===== config.mk =====
export PLATFORM = sky130hd
export DESIGN_NAME = congestion_detector_flat
export DESIGN_NICKNAME = d
export VERILOG_FILES = /design/src/rtl/congestion_detector_if.sv /design/src/rtl/congestion_detector.sv /design/src/flat_wrapper.sv
export SDC_FILE = /design/constraint.sdc
export NUM_CORES = 1
export LEC_CHECK = 0
export CAP_MARGIN = 5
export CORE_UTILIZATION = 45
export CTS_CLUSTER_DIAMETER = 120
export CTS_CLUSTER_SIZE = 8
export DETAILED_ROUTE_END_ITERATION = 7
export DONT_BUFFER_PORTS = 1
export GPL_ROUTABILITY_DRIVEN = 0
export PLACE_DENSITY = 0.58
export SYNTH_ARGS = -nofsm -noshare
export SYNTH_HDL_FRONTEND = slang
export SYNTH_SLANG_ARGS = --single-unit

===== constraint.sdc =====
create_clock -name clock -period 3.1 [get_ports clock]
set_input_delay 0.93 -clock clock [delete_from_list [all_inputs] [get_ports clock]]
set_output_delay 0.93 -clock clock [all_outputs]
set_load 0.05 [all_outputs]

===== src/rtl/congestion_detector_if.sv =====
// Sensor, light-code and status signals between the
// intersection controller and the congestion detector.
interface congestion_detector_if #(
    parameter int WIDTH = 8
);
    logic             car_arrive;
    logic             car_depart;
    logic [1:0]       main_road;
    logic             congestion;
    logic [WIDTH-1:0] queue_count;
    logic             violation;

    modport master (
        output car_arrive,
        output car_depart,
        output main_road,
        input  congestion,
        input  queue_count,
        input  violation
    );

    modport slave (
        input  car_arrive,
        input  car_depart,
        input  main_road,
        output congestion,
        output queue_count,
        output violation
    );
endinterface


===== src/rtl/congestion_detector.sv =====
// Main-road queue estimator with hysteretic, dwell-qualified
// congestion flag and red-light departure violation pulse.
module congestion_detector #(
    parameter int WIDTH     = 8,
    parameter int HIGH_MARK = 10,
    parameter int LOW_MARK  = 4,
    parameter int DWELL     = 3
) (
    input logic           clock,
    input logic           reset,
    congestion_detector_if.slave bus
);
    localparam int DW = $clog2(DWELL) + 1;
    localparam logic [DW-1:0]    DLAST = DW'(DWELL - 1);
    localparam logic [WIDTH-1:0] HI    = WIDTH'(HIGH_MARK);
    localparam logic [WIDTH-1:0] LO    = WIDTH'(LOW_MARK);
    localparam logic [WIDTH-1:0] QMAX  = '1;

    typedef enum logic [1:0] {
        CLEAR,
        RISING,
        CONGESTED,
        FALLING
    } state_t;

    logic             arr_s1, arr_s2, arr_p;
    logic             dep_s1, dep_s2, dep_p;
    logic             arr_evt, dep_evt;
    logic [WIDTH-1:0] qcnt;
    logic             viol;
    logic             cong;
    state_t           state;
    logic [DW-1:0]    dcnt;

    assign arr_evt = arr_s2 & ~arr_p;
    assign dep_evt = dep_s2 & ~dep_p;

    // Two-flop synchronizers plus history flop for edge detect
    always_ff @(posedge clock) begin
        if (reset) begin
            arr_s1 <= 1'b0;
            arr_s2 <= 1'b0;
            arr_p  <= 1'b0;
            dep_s1 <= 1'b0;
            dep_s2 <= 1'b0;
            dep_p  <= 1'b0;
        end else begin
            arr_s1 <= bus.car_arrive;
            arr_s2 <= arr_s1;
            arr_p  <= arr_s2;
            dep_s1 <= bus.car_depart;
            dep_s2 <= dep_s1;
            dep_p  <= dep_s2;
        end
    end

    // Saturating up/down queue estimate; coincident events cancel
    always_ff @(posedge clock) begin
        if (reset) begin
            qcnt <= '0;
        end else if (arr_evt && !dep_evt && qcnt != QMAX) begin
            qcnt <= qcnt + 1'b1;
        end else if (dep_evt && !arr_evt && qcnt != '0) begin
            qcnt <= qcnt - 1'b1;
        end
    end

    // One-cycle pulse for a departure made against a plain stop light
    always_ff @(posedge clock) begin
        if (reset) begin
            viol <= 1'b0;
        end else begin
            viol <= dep_evt && (bus.main_road == 2'b10);
        end
    end

    // Hysteresis FSM on the registered count; cong mirrors
    // membership of {CONGESTED, FALLING} without a combinational decode
    always_ff @(posedge clock) begin
        if (reset) begin
            state <= CLEAR;
            dcnt  <= '0;
            cong  <= 1'b0;
        end else begin
            unique case (state)
                CLEAR: begin
                    if (qcnt >= HI) begin
                        state <= RISING;
                        dcnt  <= '0;
                    end
                end
                RISING: begin
                    if (qcnt < HI) begin
                        state <= CLEAR;
                        dcnt  <= '0;
                    end else if (dcnt == DLAST) begin
                        state <= CONGESTED;
                        dcnt  <= '0;
                        cong  <= 1'b1;
                    end else begin
                        dcnt <= dcnt + 1'b1;
                    end
                end
                CONGESTED: begin
                    if (qcnt <= LO) begin
                        state <= FALLING;
                        dcnt  <= '0;
                    end
                end
                FALLING: begin
                    if (qcnt > LO) begin
                        state <= CONGESTED;
                        dcnt  <= '0;
                    end else if (dcnt == DLAST) begin
                        state <= CLEAR;
                        dcnt  <= '0;
                        cong  <= 1'b0;
                    end else begin
                        dcnt <= dcnt + 1'b1;
                    end
                end
            endcase
        end
    end

    assign bus.queue_count = qcnt;
    assign bus.violation   = viol;
    assign bus.congestion  = cong;
endmodule


===== src/flat_wrapper.sv =====
// flat-port wrapper written by rule: the top's interface ports become plain ports
module congestion_detector_flat 
#(
    parameter int WIDTH     = 8,
    parameter int HIGH_MARK = 10,
    parameter int LOW_MARK  = 4,
    parameter int DWELL     = 3
)
  (clock, reset, bus_car_arrive, bus_car_depart, bus_main_road, bus_congestion, bus_queue_count, bus_violation);
  congestion_detector_if #(.WIDTH(WIDTH)) bus_i ();
  input logic clock;
  input logic reset;
  input wire logic [$bits(bus_i.car_arrive)-1:0] bus_car_arrive;
  input wire logic [$bits(bus_i.car_depart)-1:0] bus_car_depart;
  input wire logic [$bits(bus_i.main_road)-1:0] bus_main_road;
  output wire logic [$bits(bus_i.congestion)-1:0] bus_congestion;
  output wire logic [$bits(bus_i.queue_count)-1:0] bus_queue_count;
  output wire logic [$bits(bus_i.violation)-1:0] bus_violation;
  assign bus_i.car_arrive = bus_car_arrive;
  assign bus_i.car_depart = bus_car_depart;
  assign bus_i.main_road = bus_main_road;
  assign bus_congestion = bus_i.congestion;
  assign bus_queue_count = bus_i.queue_count;
  assign bus_violation = bus_i.violation;
  congestion_detector #(.WIDTH(WIDTH), .HIGH_MARK(HIGH_MARK), .LOW_MARK(LOW_MARK), .DWELL(DWELL)) u_core (.clock(clock), .reset(reset), .bus(bus_i));
endmodule

After elaboration in Yosys (flattened, before gate mapping)
Index checks and enable logic that the tools add are counted.
- bits in registers: 21
- input port bits: 6
- output and inout port bits: 10
- logic and storage cells: 70
- bitwise logic cells: 4
- reduce and logical (&&, ||, !) cells: 14
- add/subtract/negate cells: 3
- muxes and demuxes: 20
- magnitude comparators: 4
- eq/ne operators: 14
- operators by type and width (kind ; count):
    $mux W8 ; 2
    $mux W3 ; 5
    $mux W2 ; 6
    $pmux W3 S4 ; 1
    $add A8 B1 Y8 const B ; 1
    $ge A8 B4 Y1 const B ; 1
    $gt A8 B3 Y1 const B ; 1
    $le A8 B3 Y1 const B ; 1
    $lt A8 B4 Y1 const B ; 1
    $ne A2 B1 Y1 const B ; 4
    $ne A8 B8 Y1 const B ; 1
    $pmux W2 S4 ; 1
    $reduce_bool A8 Y1 ; 1
    $sub A8 B1 Y8 const B ; 1
    $eq A2 B2 Y1 const B ; 3
    $ne A3 B1 Y1 const B ; 2
    $logic_and A1 B1 Y1 ; 5
    $reduce_and A5 Y1 ; 1
    $mux W1 ; 4
    $ne A2 B2 Y1 const B ; 2
    $reduce_and A4 Y1 ; 1
    $reduce_bool A2 Y1 ; 2
    $add A3 B1 Y3 const B ; 1
    $eq A3 B2 Y1 const B ; 1
    other kinds (7) ; 10

Depth between registers and ports, before layout
- depth in word-level cells: 7
- mapped depth: 10
- gate-level depth less buffers: 8

Worst setup path after synthesis
Ideal clock, no wire load.
- path type: reg-to-reg
- start point: register u_core.qcnt[0] (netlist: u_core.bus.queue_count[0])
- end point: register u_core.qcnt[6] (netlist: u_core.bus.queue_count[6])
- path slack: 0.214 ns
- buffers on the path: 2
- setup time: 0.071 ns
- clock period less this slack: 2.886 ns
- required time: 3.029 ns
- cell stages (with the launch flop): 11
- arrival: 2.816 ns
- cell sequence: dfxtp_1 -> buf_6 -> nand4_1 -> o211a_1 -> inv_1 -> buf_2 -> ha_1 -> a211o_1 -> a2111oi_0 -> o32ai_1 -> a21oi_1
- longest elaborated chain between the ends: 3
- elaborated cells on any way between the ends: 9
- those cells by class: add/sub: 2; eq/ne: 1; mux: 2; reduce/logical: 4
- ends and longest elaborated chain (what ; RTL line ; source):
    start, declared ; congestion_detector.sv:29 ; logic [WIDTH-1:0] qcnt;
    start signal, assigned ; congestion_detector.sv:62 ; qcnt <= qcnt + 1'b1;
    start signal, assigned ; congestion_detector.sv:64 ; qcnt <= qcnt - 1'b1;
    $sub A8 B1 Y8, or another cell as far along ; congestion_detector.sv:64 ;
    $mux W8, or another cell as far along ; congestion_detector.sv:63 ; end else if (dep_evt && !arr_evt && qcnt != '0) begin
    $mux W8 / $reduce_bool A2 Y1 (equally long branches) ; - ;
Several ways; a longest one is shown, not always the timed one. The select of a mux whose other input is x is not followed.
A chain may end at the register's enable or synchronous reset.

Final worst setup path
- start point: register u_core.arr_s2
- end point: register u_core.qcnt[7] (netlist: u_core.bus.queue_count[7])
- longest elaborated chain between the ends: 5
- elaborated cells on any way between the ends: 8
- those cells by class: mux: 1; bitwise: 1; reduce/logical: 6
- ends and longest elaborated chain (what ; RTL line ; source):
    start, declared ; congestion_detector.sv:26 ; logic arr_s1, arr_s2, arr_p;
    start signal, assigned ; congestion_detector.sv:49 ; arr_s2 <= arr_s1;
    $and A1 B1 Y1 * ; congestion_detector.sv:35 ; assign arr_evt = arr_s2 & ~arr_p;
    $logic_not A1 Y1 ; congestion_detector.sv:63 ;
    $logic_and A1 B1 Y1 (2 in series) ; congestion_detector.sv:63 ;
    $reduce_bool A2 Y1 (no source line) ; - ;
Every way passes the cells marked *; elsewhere a longest branch is shown, timed or not.

==> impl_metrics.env <==
export IMPL_hold_buffers=0
export IMPL_syn_num_nets=151
export IMPL_cp_slowest_cell="ha_1"
export IMPL_initial_utilization_pct=47.3
export IMPL_avgViaCountPerCell=6.15
export IMPL_crit_chain="nor2b_1 -> o211a_1 -> inv_1 -> buf_4 -> ha_1 -> o21ai_0 -> or2_2 -> o2111ai_1 -> nand4_1"
export IMPL_syn_cell_area_um2=1290
export IMPL_io_buffers=0
export IMPL_netlist_instances=138
export IMPL_hold_class="reg -> reg"
export IMPL_synth_seq_cells=21
export IMPL_rows=19
export IMPL_setup_viol=0
export IMPL_grt_max_degree=26
export IMPL_hold_violations=0
export IMPL_multi_input_area_um2=820
export IMPL_post_cts_setup_buffer_count=0
export IMPL_ys_async_sr_fraction_pct=0
export IMPL_skew_ns=0.00154
export IMPL_dpl_worst_slack_ns=0.542
export IMPL_ant_nets=0
export IMPL_place_hpwl_um=2200
export IMPL_yosysSeqAreaShare_pct=32.5
export IMPL_crit_type="reg -> reg"
export IMPL_drive_above_1_share_pct=16.4
export IMPL_peakVddDrop_mv=0.428
export IMPL_critPathMaxFanout=9
export IMPL_rsz0062_at_grt="no"
export IMPL_synth_edff_count=0
export IMPL_status="complete, no violations"
export IMPL_clockBufferDepth=2
export IMPL_drtPass1Iterations=4
export IMPL_cts_resized=0
export IMPL_syn2layout_area_growth_pct=7.64
export IMPL_worst_skew_pair_late_latency_ns=0.30
export IMPL_layout_nets=160
export IMPL_crit_path_start_kind="register"
export IMPL_slew_headroom_pct=55.1
export IMPL_cts_sinks=21
export IMPL_reg2reg_from="u_core.arr_s2"
export IMPL_setup_tns_final_ns=0
export IMPL_clockRootBuffer="clkbuf_4"
export IMPL_max_freq_mhz=382
export IMPL_synth_area_per_cell_um2=9.37
export IMPL_io_pins=16
export IMPL_worst_pin_slew_ns=0.670
export IMPL_ff_latch_area_um2=420
export IMPL_final_util_pct=50.9
export IMPL_antenna_cells=0
export IMPL_dieHeight_um=55.6
export IMPL_vias=1089
export IMPL_endpoint_kind="register"
export IMPL_synth_top_area_cell="dfxtp_1"
export IMPL_grt_pass1_wl_um=4950
export IMPL_path_clk_slew_ns=0.11
export IMPL_post_route_worst_setup_slack_ns=0.484
export IMPL_detail_route_wl_per_cell_um=16.2
export IMPL_final_cell_count_no_fill=177
export IMPL_power_density_nw_per_um2=544
export IMPL_die_x_um=55.6
export IMPL_grt_overflow=0
export IMPL_slew_viol_final=0
export IMPL_drc=0
export IMPL_critPathMaxStageDelay_ns=0.43
export IMPL_min_period_ns=2.62
export IMPL_period_share_pct=84.4
export IMPL_p_total_uw=757
export IMPL_synth_cell_types=51
export IMPL_hold_path_startpoint="u_core.arr_s1"
export IMPL_htree_levels=1
export IMPL_synth_top_cell_area_share_pct=32.5
export IMPL_required_ns=3.29
export IMPL_synthTopCellsByArea="dfxtp_1 (32%), ha_1 (5.8%), nor2b_1 (5.3%), a21oi_1 (3.1%), o2111ai_1 (2.7%)"
export IMPL_track_usage_pct=19.9
export IMPL_ys_warn_count=0
export IMPL_coreArea_um2=2730
export IMPL_nFillCells=282
export IMPL_wirelength_um=2870
export IMPL_dp_cells=173
export IMPL_drt_iter0_drc=41
export IMPL_cap_violations=0
export IMPL_leakagePower_nw=0.519
export IMPL_cp_startpoint="u_core.arr_s2"
export IMPL_cts_tree="yes"
export IMPL_antenna_found_initial=0
export IMPL_grt_pass1_vias=1113
export IMPL_dieArea_um2=3090
export IMPL_ys_flop_type="dfxtp_1"
export IMPL_cts_made_buffers=3
export IMPL_cp_data_arrival_time_ns=2.80
[cells in the final DEF (no fill, tap or decap), types with 2 or more instances in the layout]
| cell type | count |
|---|---|
| nor2b_1 | 11 |
| a211o_1 | 3 |
| nor4b_1 | 2 |
| nand4_1 | 4 |
| o21ai_0 | 7 |
| nand3b_1 | 2 |
| nand3_1 | 5 |
| nand2_1 | 4 |
| a211oi_1 | 4 |
| inv_1 | 5 |
| nor2_1 | 4 |
| ha_1 | 6 |
| or3b_2 | 2 |
| a21oi_1 | 8 |
| nor3_1 | 6 |
| o2111ai_1 | 4 |
| dfxtp_1 | 21 |
| o21a_1 | 2 |
| buf_4 | 9 |
| clkbuf_4 | 3 |
| nor3b_1 | 2 |
| mux2i_1 | 3 |
[worst max-delay path, delay by kind of cell (launching register included)]
family | cells | cell delay, ns
AO/OA/AOI/OAI | 3 | 0.66
adder cells (fa/ha/maj) | 1 | 0.43
buffers and inverters | 2 | 0.42
flip-flops | 1 | 0.33
AND/OR/NAND/NOR | 3 | 0.66
[area by class of cell]
class	instances	share of cell area, %
tap	31	2.79
clock inverter	1	0.359
sequential	21	30.2
inverter	5	1.35
clock buffer	3	1.62
multi-input combinational	107	58.8
timing repair buffer	9	4.85
[synthesized netlist by cell type, types with 3 or more instances]
| cell type | number |
|---|---|
| dfxtp_1 | 21 |
| o2111ai_1 | 4 |
| mux2i_1 | 3 |
| nand2_1 | 4 |
| nor2b_1 | 11 |
| a211oi_1 | 4 |
| a21oi_1 | 8 |
| o21ai_0 | 7 |
| nor3_1 | 6 |
| ha_1 | 6 |
| nand3_1 | 5 |
| inv_1 | 5 |
| nor2_1 | 4 |
| a211o_1 | 3 |
| nand4_1 | 4 |
[report_power, final]
group | internal, mW | switching (mW)
sequential | 0.290 | 0.0150
combinational | 0.125 | 0.198
clock | 0.0481 | 0.0809
total | 0.463 | 0.294
[routing by layer]
layer  track usage [%]  share of wire [%]  vias up
li1                  -                  -      553
met2              33.4                 52       21
met1              24.6                 43      509
met5                 0                  0        -
met4              11.1                2.1        0
met3              2.79                3.4        6
[worst paths after layout]
path,endpoint,slack [ns],cells past startpoint
worst max-delay path,u_core.bus.queue_count[7],0.48,9
worst min-delay path,u_core.arr_s2,0.45,1
worst max register to register,u_core.bus.queue_count[7],0.48,9
worst min register to register,u_core.arr_s2,0.45,1
[kinds of logic (layout without fill, tap and decap cells)]
kind of cell | after synthesis | after routing | share of synthesized area (%)
adders and majority gates | 7 | 7 | 7.35
DFF | 21 | 21 | 32.5
and+or+nand+nor | 51 | 51 | 25.7
muxes | 4 | 4 | 3.48
buffers and inverters | 10 | 18 | 4.16
xor gates and xnor gates | 2 | 2 | 1.35
AOI/OAI and AO/OA | 43 | 43 | 25.4
[state kept, by name (all words and copies together), names as in the netlist]
| name | cells |
|---|---|
| u_core.arr_p | 1 |
| u_core.bus.congestion | 1 |
| u_core.dcnt | 3 |
| u_core.dep_s1 | 1 |
| u_core.state | 2 |
| u_core.dep_p | 1 |
| u_core.bus.violation | 1 |
| u_core.dep_s2 | 1 |
| u_core.bus.queue_count | 8 |
| u_core.arr_s1 | 1 |
| u_core.arr_s2 | 1 |
[stage by stage]
stage	hold WS, ns	cell area [um2]
after floorplan	0.414	1290
after global placement	0.421	1370
after detailed placement	0.425	1370
after CTS	0.452	1390
after global routing	0.464	1390
final	0.449	1390
No activity file was read; power rests on OpenSTA's default activity.
